===== config.mk =====
export PLATFORM = sky130hd
export DESIGN_NAME = keypad_scanner_flat
export DESIGN_NICKNAME = d
export VERILOG_FILES = /design/src/rtl/keypad_scanner_if.sv /design/src/rtl/keypad_scanner.sv /design/src/flat_wrapper.sv
export SDC_FILE = /design/constraint.sdc
export NUM_CORES = 1
export LEC_CHECK = 0
export CORE_MARGIN = 2
export CORE_UTILIZATION = 55
export CTS_BUF_LIST = sky130_fd_sc_hd__clkbuf_8 sky130_fd_sc_hd__clkbuf_16
export DETAILED_ROUTE_END_ITERATION = 12
export DONT_BUFFER_PORTS = 1
export PLACE_DENSITY_LB_ADDON = 0.25
export SYNTH_ARGS = -nofsm -noshare
export SYNTH_HDL_FRONTEND = slang
export SYNTH_SLANG_ARGS = --single-unit

===== constraint.sdc =====
create_clock -name CLOCK_50 -period 2.1 [get_ports CLOCK_50]
set_input_delay 0.21 -clock CLOCK_50 [delete_from_list [all_inputs] [get_ports CLOCK_50]]
set_output_delay 0.21 -clock CLOCK_50 [all_outputs]
set_load 0.02 [all_outputs]

===== src/rtl/keypad_scanner_if.sv =====
// ULA-facing bus of the keypad scanner: key code, press strobe, held flag.
// The scanner drives it as master; the ULA operand-entry block listens as slave.
interface keypad_scanner_if;
   logic [7:0] data;
   logic       validate;
   logic       key_held;

   modport master (
      output data,
      output validate,
      output key_held
   );

   modport slave (
      input data,
      input validate,
      input key_held
   );
endinterface


===== src/rtl/keypad_scanner.sv =====
// 4x4 matrix keypad scanner: row drive, column sync/debounce, and key encoding
// into the 8-bit ULA command/digit code with a single strobe per press.
module keypad_scanner #(
   parameter int SCAN_DIV  = 50000,
   parameter int DEB_COUNT = 4
) (
   input  logic       CLOCK_50,
   input  logic       reset,
   input  logic [3:0] col,
   output logic [3:0] row,
   keypad_scanner_if.master ula
);

   localparam int DW = (DEB_COUNT < 2) ? 1 : $clog2(DEB_COUNT + 1);
   localparam logic [15:0]   DIV_LAST = 16'(SCAN_DIV - 1);
   localparam logic [DW-1:0] DEB_MAX  = DW'(DEB_COUNT);
   localparam logic [DW-1:0] DEB_ONE  = DW'(1);

   typedef enum logic [2:0] {
      SCAN,
      DEBOUNCE,
      LOAD,
      EMIT,
      RELEASE
   } state_t;

   state_t        state_q, state_d;
   logic [3:0]    col_s1, col_s2;
   logic [15:0]   div_q;
   logic          tick;
   logic [1:0]    row_idx_q, row_idx_d;
   logic [1:0]    key_col_q, key_col_d;
   logic [DW-1:0] deb_cnt_q, deb_cnt_d;
   logic [DW-1:0] deb_inc;
   logic [7:0]    data_q, data_d;
   logic [3:0]    act;
   logic          single;
   logic          same_key;
   logic [1:0]    hit_col;

   function automatic logic [7:0] key_code(input logic [1:0] r,
                                           input logic [1:0] c);
      logic [7:0] k;
      unique case ({r, c})
         4'h0: k = 8'd1;
         4'h1: k = 8'd2;
         4'h2: k = 8'd3;
         4'h3: k = 8'd15;
         4'h4: k = 8'd4;
         4'h5: k = 8'd5;
         4'h6: k = 8'd6;
         4'h7: k = 8'd19;
         4'h8: k = 8'd7;
         4'h9: k = 8'd8;
         4'hA: k = 8'd9;
         4'hB: k = 8'd16;
         4'hC: k = 8'd17;
         4'hD: k = 8'd0;
         4'hE: k = 8'd20;
         4'hF: k = 8'd18;
      endcase
      return k;
   endfunction

   // two-flop synchroniser for the asynchronous column lines
   always_ff @(posedge CLOCK_50 or posedge reset) begin
      if (reset) begin
         col_s1 <= 4'hF;
         col_s2 <= 4'hF;
      end else begin
         col_s1 <= col;
         col_s2 <= col_s1;
      end
   end

   assign tick = (div_q == DIV_LAST);

   always_ff @(posedge CLOCK_50 or posedge reset) begin
      if (reset) begin
         div_q <= 16'd0;
      end else if (tick) begin
         div_q <= 16'd0;
      end else begin
         div_q <= div_q + 16'd1;
      end
   end

   assign act      = ~col_s2;
   assign single   = (act != 4'd0) && ((act & (act - 4'd1)) == 4'd0);
   assign same_key = (act == (4'b0001 << key_col_q));
   assign deb_inc  = (deb_cnt_q == DEB_MAX) ? DEB_MAX : deb_cnt_q + DEB_ONE;

   always_comb begin
      hit_col = 2'd0;
      if (single) begin
         unique case (1'b1)
            act[0]: hit_col = 2'd0;
            act[1]: hit_col = 2'd1;
            act[2]: hit_col = 2'd2;
            act[3]: hit_col = 2'd3;
         endcase
      end
   end

   always_ff @(posedge CLOCK_50 or posedge reset) begin
      if (reset) begin
         state_q   <= SCAN;
         row_idx_q <= 2'd0;
         key_col_q <= 2'd0;
         deb_cnt_q <= '0;
         data_q    <= 8'hFF;
      end else begin
         state_q   <= state_d;
         row_idx_q <= row_idx_d;
         key_col_q <= key_col_d;
         deb_cnt_q <= deb_cnt_d;
         data_q    <= data_d;
      end
   end

   // data is written on entry to LOAD so it settles a cycle before validate
   always_comb begin
      state_d   = state_q;
      row_idx_d = row_idx_q;
      key_col_d = key_col_q;
      deb_cnt_d = deb_cnt_q;
      data_d    = data_q;
      unique case (state_q)
         SCAN: begin
            if (tick) begin
               if (single) begin
                  key_col_d = hit_col;
                  deb_cnt_d = DEB_ONE;
                  if (DEB_ONE >= DEB_MAX) begin
                     state_d = LOAD;
                     data_d  = key_code(row_idx_q, hit_col);
                  end else begin
                     state_d = DEBOUNCE;
                  end
               end else begin
                  row_idx_d = row_idx_q + 2'd1;
               end
            end
         end
         DEBOUNCE: begin
            if (tick) begin
               if (single && same_key) begin
                  deb_cnt_d = deb_inc;
                  if (deb_inc == DEB_MAX) begin
                     state_d = LOAD;
                     data_d  = key_code(row_idx_q, key_col_q);
                  end
               end else begin
                  state_d   = SCAN;
                  deb_cnt_d = '0;
                  row_idx_d = row_idx_q + 2'd1;
               end
            end
         end
         LOAD: begin
            state_d = EMIT;
         end
         EMIT: begin
            state_d   = RELEASE;
            deb_cnt_d = '0;
         end
         RELEASE: begin
            if (tick) begin
               if (col_s2 == 4'hF) begin
                  deb_cnt_d = deb_inc;
                  if (deb_inc == DEB_MAX) begin
                     state_d   = SCAN;
                     deb_cnt_d = '0;
                     row_idx_d = row_idx_q + 2'd1;
                  end
               end else begin
                  deb_cnt_d = '0;
               end
            end
         end
         default: begin
            state_d = SCAN;
         end
      endcase
   end

   assign row          = ~(4'b0001 << row_idx_q);
   assign ula.data     = data_q;
   assign ula.validate = (state_q == EMIT);
   assign ula.key_held = (state_q == EMIT) || (state_q == RELEASE);

endmodule


===== src/flat_wrapper.sv =====
// flat-port wrapper written by rule: the top's interface ports become plain ports
module keypad_scanner_flat 
#(
   parameter int SCAN_DIV  = 50000,
   parameter int DEB_COUNT = 4
)
  (CLOCK_50, reset, col, row, ula_data, ula_validate, ula_key_held);
  keypad_scanner_if ula_i ();
  input  logic CLOCK_50;
  input  logic reset;
  input  logic [3:0] col;
  output logic [3:0] row;
  output wire logic [$bits(ula_i.data)-1:0] ula_data;
  output wire logic [$bits(ula_i.validate)-1:0] ula_validate;
  output wire logic [$bits(ula_i.key_held)-1:0] ula_key_held;
  assign ula_data = ula_i.data;
  assign ula_validate = ula_i.validate;
  assign ula_key_held = ula_i.key_held;
  keypad_scanner #(.SCAN_DIV(SCAN_DIV), .DEB_COUNT(DEB_COUNT)) u_core (.CLOCK_50(CLOCK_50), .reset(reset), .col(col), .row(row), .ula(ula_i));
endmodule

# Word-level counts from Yosys, hierarchy flattened

Memory sizes are Yosys's and may differ from the RTL's. A register that Yosys moved wholly into a read port is not among the register bits.
Cells that the tools add are included.
W data, S select, Z words.

Multiplexer cells: 26
Bitwise operators: 3
Eq/ne operators: 18
Reduce and logical (&&, ||, !) cells: 13
Shift-type cells: 2
$add $sub $neg: 4

Operators with widths:

| kind                    | number |
|---|---|
| $mux W3                 | 14 |
| $add A16 B1 Y16 const B | 1 |
| $eq A16 B16 Y1 const B  | 1 |
| $mux W16                | 1 |
| $pmux W3 S5             | 1 |
| $mux W2                 | 7 |
| $ne A2 B1 Y1 const B    | 6 |
| $pmux W3 S4             | 1 |
| $eq A3 B3 Y1 const B    | 3 |
| $not A4 Y4              | 2 |
| $pmux W2 S4             | 1 |
| $reduce_and A8 Y1       | 1 |
| $reduce_bool A4 Y1      | 2 |
| $shl A1 B2 Y4 const A   | 2 |
| $reduce_and A7 Y1       | 1 |
| $eq A3 B2 Y1 const B    | 2 |
| $pmux W2 S3             | 1 |
| $reduce_and A5 Y1       | 1 |
| $and A4 B4 Y4           | 1 |
| $eq A4 B4 Y1            | 1 |
| $eq A4 B4 Y1 const B    | 1 |
| $logic_not A4 Y1        | 1 |
| $ne A2 B2 Y1 const B    | 2 |
| $reduce_and A4 Y1       | 1 |
| 10 further kinds        | 11 |

Register bits after elaboration: 42
Memory bits (read-only): 80
Logic and storage cells: 75
Memories kept: 1
Output and inout bits: 14

Memory list:

| memory          | words | bits a word | read ports | clocked after Yosys merged registers in | wr ports | RTL line             | text |
|---|---|---|---|---|---|---|---|
| (no name shown) | 16    | 5           | 1          | 1                                       | 0        | keypad_scanner.sv:44 | `unique case ({r, c})` |

# Longest topological paths before layout

Gate-level depths: netlist (run 1).

Depth in word-level cells: 9
Gate-level depth with buffers: 8
Depth with buffers taken out: 7

# Worst setup path before layout (run 1)

No wires, ideal clock.

Kind: reg-to-reg
Start: reg u_core.div_q[11]
End: reg u_core.row_idx_q[1]
Required time: 1.972 ns
Stages on the path, launching flop included: 6
Arrival time: 2.023 ns
Period minus slack after synthesis: 2.150 ns
Setup slack: -0.050 ns
Buffers on the path: 0
Library setup time: 0.128 ns
Cells stage by stage: dfrtp_1 -> or4b_4 -> nor4_4 -> inv_2 -> nor4_2 -> mux2_1

Longest elaborated chain between the ends: 3

RTL lines:

| element                       | RTL line              | text |
|---|---|---|
| from (decl)                   | keypad_scanner.sv:29  | `logic [15:0] div_q;` |
| from (signal assigned)        | keypad_scanner.sv:84  | `div_q <= div_q + 16'd1;` |
| $eq A16 B16 Y1 *              | keypad_scanner.sv:76  | `assign tick = (div_q == DIV_LAST);` |
| $ne A2 B1 Y1 (no line)        | n/a                   |  |
| $reduce_and A8 Y1 (no line) * | n/a                   |  |
| to (signal assigned)          | keypad_scanner.sv:114 | `row_idx_q <= row_idx_d;` |
| to (decl)                     | keypad_scanner.sv:31  | `logic [1:0] row_idx_q, row_idx_d;` |

Mark *: on every way between the ends. The rest lies on a longest branch, timed or not.
A chain may end at the register's enable or synchronous reset.

# Final worst setup path (run 1)

Start: reg u_core.div_q[12]
End: reg u_core.row_idx_q[1]

The elaborated chain is that of the path after synthesis.

==> impl_results.md, run 1 <==
- Outcome: finished with violations
- Failing checks: negative setup slack
- Final Setup Violations: 1
- Rows: 23
- CTS tree: done
- Sw Ratio: 0.214
- Synth cell types: 45
- Sink Count: 40
- Cell mode on critical path: nor4_4
- Max Buffers Root-to-Sink: 2
- First-pass GRT wire length: 7690 µm
- Number of I/O port buffers: 0
- Max incr delay on CP: 560 ps
- Drt drc: 0
- Vias in the first global route: 1,715
- Required @ worst endpoint: 2290 ps
- Pre-CTS setup slack: -61.6 ps
- Die W: 67.8 µm
- Hold WC Path Type: reg2reg
- Peak VDD IR: a little under 0.4 mV
- Starting Density: 0.564
- Critical path's slowest cell: or4bb_4
- Pint: 1.16 mW
- CP endpoint kind: register
- R2R Setup Slk: -10 ps
- Final Worst Setup Slack: -10.9 ps
- Comb power frac: 0.031
- Sequential cell area fraction in the yosys report: 0.454
- Most frequent cells in the layout: 32 x buf_4, 25 x dfrtp_1, 16 x inv_1, 16 x nor2_1
- Worst-path fanout max: 4
- Tcrit/Tclk final: 1.01
- Share of power burned in registers: 0.537
- Dominant synthesized flop cell: dfrtp_1
- 1st-iter DRT viols: 111
- Power share of the clock group: 0.432
- # diodes: 0
- I/O pin cnt: 20
- Mapped cell area: 2240 µm²
- Crit path cell chain: or4bb_4, nor4_4, inv_2, nor4_4, mux2_4
- Measured slew at the worst slew-check pin: 583 ps
- CP Launch Type: register
- Slew Viols, Final: 0
- Final hold vios: 0
- Pwr dens: 544 nW/µm²
- Switching power: approximately 320 µW
- Crit path kind: reg2reg
- Fmax: 474 MHz
- Wirelength, routed: 4540 µm
- Setup_tns: -10.9 ps
- Ys Warns: 0
- Min Clock Period, post-route: 2110 ps
- Root Buffer: clkbuf_8
- Routed Antenna Nets: 0
- DP HPWL: 3260 µm
- Routed vias: 1,675
- Avg Inst Size Synth: 10.5 µm²
- Share of async-settable or async-resettable flops after synthesis: 1.00
- Layout cells sized above 1: 0.328
- Post-synth EDFFs: 0
- Vias per std cell: about 5.6
- Slew headroom: 0.608
- Max Clock Skew: approximately 7.7 ps
- GRT overflow: 0
- Power consumption: approximately 1.5 mW
- #FFs+latches synth: 40
- Max-cap violation count: 0
- Total GRT Usage: 0.225
- WL per Instance: around 15 µm
- Largest net degree at the start of global routing: 41
- Leakage: 1.23 nW
- Most common cell after layout, fill and taps aside: buf_4
- Routability cong.: between 0.8 and 0.9
- First drt pass iteration count: 4
- Worst hold slack: about 360 ps
- Floorplan Core Area: around 4000 µm²
- H-Tree Depth: 2
- Unrepaired setup endpoints after global routing: yes
- Initial antenna violation count: 0
- Syn nets: 234
- Die Y: roughly 68 µm
- Nets: 269
- Arr. time, crit path: 2300 ps
- Area grow syn2layout: 21.1%
- Syn Inst Count: ~210
- CTS clock-pin slew for the worst setup and hold paths: 80 ps
- Die ar.: ~4600 µm²
- Clock buffer count from CTS: 5
- Skew-Pair Late Insertion Delay: 290 ps
## through the flow
stage	util	area (µm²)	cells
after floorplan	-	2250	214
after global placement	0.619	2460	280
after detailed placement	0.619	2460	280
after CTS	0.662	2630	293
after global routing	0.683	2710	300
final	0.683	2710	300
## power groups by stage
stage / Sequential, mW / Clock (mW) / Combinational, mW
final: 0.792 / 0.637 / 0.0454
after global routing: 0.794 / 0.692 / 0.0506
after CTS: 0.792 / 0.660 / 0.0451
after detailed placement: 0.807 / 0 / 0.0374
after global placement: 0.806 / 0 / 0.0359
after floorplan: 0.803 / 0 / 0.0280
## sequential cells by signal (all words and copies together) (netlist names)
register          cells
u_core.col_s1         4
u_core.col_s2         4
u_core.deb_cnt_q      3
u_core.div_q         16
u_core.key_col_q      2
u_core.row_idx_q      2
u_core.state_q        3
u_core.ula.data       6
## synth_stat cells, types with 2 or more instances
| cell type | n | area share |
|---|---|---|
| a21boi_0 | 2 | 0.0067 |
| a21oi_1 | 8 | 0.018 |
| and3_1 | 2 | 0.0056 |
| buf_2 | 2 | 0.0045 |
| buf_4 | 2 | 0.0067 |
| clkbuf_1 | 5 | 0.0084 |
| dfrtp_1 | 26 | 0.29 |
| dfstp_2 | 14 | 0.16 |
| ha_1 | 14 | 0.078 |
| inv_1 | 18 | 0.030 |
| mux2_2 | 7 | 0.035 |
| mux2i_1 | 2 | 0.0089 |
| mux4_2 | 2 | 0.020 |
| nand2_1 | 14 | 0.023 |
| nand2b_1 | 2 | 0.0056 |
| nand3_1 | 10 | 0.022 |
| nand3b_1 | 2 | 0.0067 |
| nand4_1 | 2 | 0.0056 |
| nand4b_1 | 2 | 0.0078 |
| nor2_1 | 16 | 0.027 |
| nor2b_1 | 3 | 0.0084 |
| nor3_1 | 3 | 0.0067 |
| nor4_1 | 3 | 0.0084 |
| o211a_1 | 2 | 0.0089 |
| o21ai_0 | 8 | 0.018 |
| o31ai_1 | 3 | 0.010 |
| or3_1 | 3 | 0.0084 |
| or4bb_1 | 2 | 0.010 |
| xnor2_1 | 10 | 0.039 |
| xor2_1 | 10 | 0.039 |
## final timing paths
path / cells past startpoint / startpoint / end
hold reg to reg: 0 / u_core.col_s1[0] / u_core.col_s2[0]
setup / recovery: 5 / u_core.div_q[12] / u_core.row_idx_q[1]
max in group asynchronous: 3 / reset / u_core.col_s2[2]
min in group asynchronous: 3 / reset / u_core.row_idx_q[0]
hold / removal: 0 / u_core.col_s1[0] / u_core.col_s2[0]
setup reg to reg: 5 / u_core.div_q[12] / u_core.row_idx_q[1]
## cell type report
| class | count | area (µm²) |
|---|---|---|
| clock buffer | 5 | 68.8 |
| clock inverter | 3 | 46.3 |
| fill | 299 | 1260 |
| inverter | 19 | 71.3 |
| multi-input combinational | 146 | 1150 |
| sequential | 40 | 1020 |
| tap | 50 | 62.6 |
| timing repair buffer | 37 | 290 |
## metal layers
| layer | GRT usage | vias up | wire [µm] |
|---|---|---|---|
| met1 | 0.289 | 824 | 2050 |
| met5 | 0 | - | 0 |
| met4 | 0.0925 | 0 | 59 |
| li1 | - | 809 | - |
| met2 | 0.381 | 38 | 2270 |
| met3 | 0.0345 | 4 | 158 |
## cell families after synthesis
group / Yosys count / share of synthesized area
muxes: 12 / 0.0692
AOI/OAI and AO/OA: 31 / 0.0949
adders and majority gates: 14 / 0.0782
and+or+nand+nor: 69 / 0.174
DFF: 40 / 0.454
buffers and inverters: 28 / 0.0514
xor gates and xnor gates: 20 / 0.0782
## what timing repair did
action                                 in CTS  in global routing
hold buffers                                5                  0
setup endpoints to repair                   5                  9
pin swaps                                   0                  5
buffers inserted                            0                  7
endpoints found under the hold margin      30                  0
gates resized for setup                     2                 11
## worst max-delay path, delay by kind of cell (launching register included)
kind / cells / cell delay, ps
muxes: 1 / 330
DFF: 1 / 380
and+or+nand+nor: 3 / 1190
buffers and inverters: 1 / 110
No activity file was read; power rests on OpenSTA's default activity.
==> run 2, diff against run 1 <==
Settings changed: CORE_MARGIN 2 to 8, CTS_CLUSTER_SIZE set to 28.
==> run 2 against run 1 <==
Design area fell by 1.8%. The run still ends with negative setup slack left. Via count is 1.6% lower. Register-to-register slack about the same.
==> impl_results.md, run 2 (same netlist as run 1, synthesis figures left out) <==
- Wirelength, routed: 4740 µm (was 4540 µm)
- Final Worst Setup Slack: -22.1 ps (was -10.9 ps)
- Floorplan Core Area: 3970 µm² (unchanged)
- Measured slew at the worst slew-check pin: 579 ps (was 583 ps)
- Leakage: 1.20 nW (was 1.23 nW)
- Max-cap violation count: 0 (unchanged)
- Die W: 79.8 µm (was 67.8 µm)
- Final Setup Violations: 1 (unchanged)
- Clock buffer count from CTS: 5 (unchanged)
- Pwr dens: 550 nW/µm² (was 544 nW/µm²)
- Arr. time, crit path: 2310 ps (was 2300 ps)
- First-pass GRT wire length: 8140 µm (was 7690 µm)
- DP HPWL: 3430 µm (was 3260 µm)
- Min Clock Period, post-route: 2120 ps (was 2110 ps)
- Routed Antenna Nets: 0 (unchanged)
- Worst-path fanout max: 4 (unchanged)
- Sink Count: 40 (unchanged)
- Largest net degree at the start of global routing: 41 (unchanged)
- Die Y: 79.8 µm (was 67.8 µm)
- Number of I/O port buffers: 0 (unchanged)
- Vias per std cell: 5.63 (was 5.58)
- Rows: 23 (unchanged)
- Slew Viols, Final: 0 (unchanged)
- Fmax: 471 MHz (was 474 MHz)
- R2R cell count: 5 (unchanged)
- I/O pin cnt: 20 (unchanged)
- Max reg flops: 16 (unchanged)
- Most frequent cells in the layout: 25 x buf_4, 25 x dfrtp_1, 16 x inv_1, 16 x nor2_1 (was 32 x buf_4, 25 x dfrtp_1, 16 x inv_1, 16 x nor2_1)
- # fillers: 298 (was 299)
- Nets: 262 (was 269)
- Outcome: finished with violations (unchanged)
- Finished Core Util: 0.671 (was 0.683)
- Starting Density: 0.564 (unchanged)
- Die ar.: 6370 µm² (was 4600 µm²)
- Max Buffers Root-to-Sink: 2 (unchanged)
- Layout cells sized above 1: 0.309 (was 0.328)
- CTS tree: done (unchanged)
- Setup_tns: -22.1 ps (was -10.9 ps)
- Tcrit/Tclk final: 1.01 (about the same)
- Largest register by flop count: u_core.div_q (unchanged)
- CTS clock-pin slew for the worst setup and hold paths: 80 ps (about the same)
- 1st-iter DRT viols: 101 (was 111)
- Initial antenna violation count: 0 (unchanged)
- Worst Hold Depth: 0 (unchanged)
- Drt drc: 0 (unchanged)
- CP Launch Type: register (unchanged)
- Final hold vios: 0 (unchanged)
- Slew headroom: 0.610 (was 0.608)
- # diodes: 0 (unchanged)
- Hold WC Path Type: reg2reg (unchanged)
- H-Tree Depth: 2 (unchanged)
- Max Clock Skew: 7.73 ps (was 7.70 ps)
- Routed vias: 1,649 (was 1,675)
- Area grow syn2layout: 19.0% (was 21.1%)
- Routability cong.: 0.898 (was 0.864)
- First drt pass iteration count: 4 (unchanged)
- Total GRT Usage: 0.160 (was 0.225)
- Required @ worst endpoint: 2280 ps (was 2290 ps)
- Pre-CTS setup slack: -104 ps (was -61.6 ps)
- WL per Instance: 16.2 µm (was 15.1 µm)
- Root Buffer: clkbuf_8 (unchanged)
- Crit path kind: reg2reg (unchanged)
- Peak VDD IR: 0.432 mV (was 0.388 mV)
- Vias in the first global route: 1,736 (was 1,715)
- Unrepaired setup endpoints after global routing: yes (unchanged)
- Skew-Pair Late Insertion Delay: 290 ps (about the same)
- GRT overflow: 0 (unchanged)
- CP endpoint kind: register (unchanged)
- Failing checks: negative setup slack (unchanged)
-- run 2: cell types whose count changed in the layout (fill, tap and decap cells not counted), sizes merged --
cell,before,now
buf,32,25
clkinv,0,1
inv,20,19
-- run 2: metal layers --
| metal | up-vias | track usage | share of wire |
|---|---|---|---|
| met1 | 810 | 0.197 | 0.46 |
| met5 | - | 0 | 0 |
| met4 | 0 | 0.0636 | 0.023 |
| met2 | 38 | 0.254 | 0.48 |
| met3 | 12 | 0.0473 | 0.045 |
| li1 | 789 | - | - |
-- run 2: final timing paths --
| path | from | end | slack (ps) |
|---|---|---|---|
| max in group asynchronous | reset | u_core.key_col_q[1] | 1210 |
| worst max register to register | u_core.div_q[10] | u_core.row_idx_q[1] | -20 |
| min in group asynchronous | reset | u_core.div_q[2] | 520 |
| worst min-delay path | u_core.col_s1[3] | u_core.col_s2[3] | 360 |
| worst min register to register | u_core.col_s1[3] | u_core.col_s2[3] | 360 |
| worst max-delay path | u_core.div_q[10] | u_core.row_idx_q[1] | -20 |
-- run 2: worst max-delay path, stage by stage, from the launching register on --
cell     delay (ps)
dfrtp_1         410
or4b_4          560
nor4_4          370
inv_2           110
nor4_4          240
mux2_4          330
-- run 2: timing repair --
action,CTS,global route
buffers inserted,0,1
gates resized for setup,5,9
pin swaps,0,3
hold endpoints to repair,30,0
endpoints found under the setup margin,7,11
hold buffers,5,0
-- run 2: metrics by stage --
step	power, mW	hold WS [ps]	area [µm²]	std cells
CTS	1.47	358	2630	292
global placement	0.842	215	2450	279
global route	1.51	361	2670	293
floorplan	0.831	214	2250	214
detailed placement	0.845	215	2450	279
finish	1.47	358	2670	293
-- run 2: area by class of cell --
| type | instances | area, µm² | share of cell area |
|---|---|---|---|
| clock buffers | 5 | 68.8 | 0.0258 |
| clock inverters | 3 | 42.5 | 0.0160 |
| inverters | 19 | 71.3 | 0.0267 |
| multi-input cells | 146 | 1160 | 0.436 |
| flip-flops and latches | 40 | 1020 | 0.382 |
| well taps | 50 | 62.6 | 0.0235 |
| repair buffers | 30 | 238 | 0.0892 |
-- run 2: power by group --
| part | internal [mW] | leakage [nW] | switching, mW |
|---|---|---|---|
| Clock | 0.352 | 0.0541 | 0.275 |
| Sequential | 0.785 | 0.493 | 0.00739 |
| Combinational | 0.0174 | 0.648 | 0.0304 |
| Total | 1.15 | 1.20 | 0.312 |
==> run 3, diff against run 2 <==
Clock period 2.1 ns to 1.7 ns, I/O delays scaled along.
==> run 3 against run 2 <==
The flow still finishes with violations (negative setup slack). Via count up 14%. Register-to-register slack worse by 450 ps. Non-clock buffer count up 37. Sequential power up 24%. First-iteration DRC count up 32%. Clock skew up 4.1 ps. Design area up 19%. Total power up 27%. Routed wire length up 33%. Global-route usage up 2.2 points.
==> impl_results.md, run 3 (same netlist as run 1, synthesis figures left out) <==
- Outcome: finished with violations (unchanged)
- Failing checks: negative setup slack (unchanged)
- Number of I/O port buffers: 0 (unchanged)
- Worst reg2reg startpoint: u_core.key_col_q[0] (was u_core.div_q[10])
- Area grow syn2layout: 41.4% (was 19.0%)
- First drt pass iteration count: 4 (unchanged)
- Max Clock Skew: 11.8 ps (was 7.73 ps)
- Max-cap violation count: 0 (unchanged)
- Sink Count: 40 (unchanged)
- Tcrit/Tclk final: 1.27 (was 1.01)
- Leakage: 1.46 nW (was 1.20 nW)
- First-pass GRT wire length: 9200 µm (was 8140 µm)
- Slew headroom: 0.622 (was 0.610)
- Vias in the first global route: 1,993 (was 1,736)
- Final Setup Violations: 26 (was 1)
- Area occupied by multi-input gates: 1350 µm² (was 1160 µm²)
- Fmax: 461 MHz (was 471 MHz)
- Most frequent cells in the layout: 57 x buf_4, 24 x dfrtp_1, 16 x inv_1 (was 25 x buf_4, 25 x dfrtp_1, 16 x inv_1, 16 x nor2_1)
- Largest net degree at the start of global routing: 22 (was 41)
- Die Y: 79.8 µm (unchanged)
- WL per Instance: 19.1 µm (was 16.2 µm)
- Worst-path fanout max: 6 (was 4)
- Max reg flops: 16 (unchanged)
- Skew-Pair Late Insertion Delay: 300 ps (was 290 ps)
- I/O pin cnt: 20 (unchanged)
- R2R cell count: 7 (was 5)
- Drt drc: 0 (unchanged)
- Vias per std cell: 5.71 (was 5.63)
- Required @ worst endpoint: 1940 ps (was 2280 ps)
- # fillers: 226 (was 298)
- Max Buffers Root-to-Sink: 2 (unchanged)
- Starting Density: 0.564 (unchanged)
- 1st-iter DRT viols: 133 (was 101)
- H-Tree Depth: 2 (unchanged)
- Total GRT Usage: 0.182 (was 0.160)
- Max incr delay on CP: 490 ps (was 560 ps)
- Worst hold slack: 355 ps (was 358 ps)
- Final Worst Setup Slack: -467 ps (was -22.1 ps)
- GRT overflow: 0 (unchanged)
- Floorplan Core Area: 3970 µm² (unchanged)
- Layout cells sized above 1: 0.486 (was 0.309)
- Routability cong.: 0.973 (was 0.898)
- Crit path kind: reg2reg (unchanged)
- Routed Antenna Nets: 0 (unchanged)
- CTS clock-pin slew for the worst setup and hold paths: 90 ps (was 80 ps)
- Min Clock Period, post-route: 2170 ps (was 2120 ps)
- Largest register by flop count: u_core.div_q (unchanged)
- Peak VDD IR: 0.656 mV (was 0.432 mV)
- Most common cell after layout, fill and taps aside: buf_4
- Pwr dens: 586 nW/µm² (was 550 nW/µm²)
- Initial antenna violation count: 0 (unchanged)
- Top delay family on crit path: simple AND/OR/NAND/NOR gates (unchanged)
- Unrepaired setup endpoints after global routing: yes (unchanged)
- CTS tree: done (unchanged)
- Measured slew at the worst slew-check pin: 565 ps (was 579 ps)
- Worst path bufs/invs: 1 (unchanged)
- Wirelength, routed: 6310 µm (was 4740 µm)
- Clock buffer count from CTS: 5 (unchanged)
- Die ar.: 6370 µm² (unchanged)
- Seq. cell area: 1020 µm² (about the same)
- Worst flop-to-flop path endpoint: u_core.ula.data[2] (was u_core.row_idx_q[1])
- Root Buffer: clkbuf_8 (unchanged)
- Slew Viols, Final: 0 (unchanged)
- Die W: 79.8 µm (unchanged)
- R2R Setup Slk: -470 ps (was -20 ps)
- Critical path's slowest cell: dfrtp_2 (was or4b_4)
- Power consumption: 1.86 mW (was 1.47 mW)
- Hold WC Path Type: in2async (was reg2reg)
- Nets: 299 (was 262)
- Routed vias: 1,884 (was 1,649)
- Final hold vios: 0 (unchanged)
- DP HPWL: 3810 µm (was 3430 µm)
- CP endpoint kind: register (unchanged)
- Rows: 23 (unchanged)
- CP Launch Type: register (unchanged)
- Arr. time, crit path: 2400 ps (was 2310 ps)
- # diodes: 0 (unchanged)
- Crit path cell chain: ha_2, xor2_1, nand4_1, nor3_2, and3_1, buf_6, mux2_4 (was or4b_4, nor4_4, inv_2, nor4_4, mux2_4)
==> run 3: cell count changes in the layout (fill, tap and decap cells not counted), sizes merged <==
| cell | change |
|---|---|
| clkinv | -1 |
| buf | +37 |
| inv | +1 |
==> run 3: layer usage <==
layer | wire length, µm | track usage
met2 | 3350 | 0.334
met5 | 0 | 0
met4 | 264 | 0.113
met1 | 2430 | 0.180
met3 | 266 | 0.0428
==> run 3: area by class of cell <==
class	instances	area share
Timing Repair Buffer	67	0.170
Tap cell	50	0.0197
Inverter	19	0.0249
Clock inverter	3	0.0146
Sequential cell	40	0.322
Clock buffer	5	0.0217
Multi-Input combinational cell	146	0.427
==> run 3: metrics by stage <==
| stage | setup slack [ps] | std cells | utilization | setup TNS [ps] | area, µm² |
|---|---|---|---|---|---|
| after floorplan | -297 | 214 | - | -3010 | 2290 |
| after global placement | -357 | 305 | 0.674 | -3990 | 2680 |
| after detailed placement | -426 | 305 | 0.674 | -5170 | 2680 |
| after CTS | -425 | 321 | 0.750 | -5540 | 2980 |
| after global routing | -504 | 330 | 0.798 | -7690 | 3170 |
| final | -467 | 330 | 0.798 | -6580 | 3170 |
==> run 3: worst reg2reg max path, cell delays in order, from the launching register on <==
cell and delay, ps:
dfrtp_2 490, ha_2 230, xor2_1 230, nand4_1 250, nor3_2 250, and3_1 220, buf_6 150, mux2_4 310
==> run 3: report_power, final <==
group          leakage [nW]  internal, mW  switching [mW]
combinational         0.913        0.0261          0.0435
clock                0.0548         0.442           0.364
sequential            0.492         0.969          0.0112
total                  1.46          1.44           0.419
==> run 3: worst max-delay path by stage <==
stage	start	end	slack, ps	cells after the start
2_1_floorplan	u_core.div_q[11]	u_core.deb_cnt_q[2]	-300	5
3_3_place_gp	u_core.div_q[8]	u_core.row_idx_q[1]	-360	6
3_5_place_dp	u_core.div_q[8]	u_core.row_idx_q[1]	-430	6
4_1_cts	u_core.div_q[11]	u_core.row_idx_q[1]	-420	6
5_1_grt	u_core.key_col_q[1]	u_core.ula.data[2]	-500	8
6_report	u_core.key_col_q[0]	u_core.ula.data[2]	-470	7
==> run 3: repair_timing <==
item | 4_1_cts | 5_1_grt
hold endpoints to repair | 30 | 0
setup endpoints to repair | 26 | 28
pin swaps | 10 | 9
hold buffers | 5 | 0
gates resized for setup | 28 | 28
buffers inserted | 3 | 11
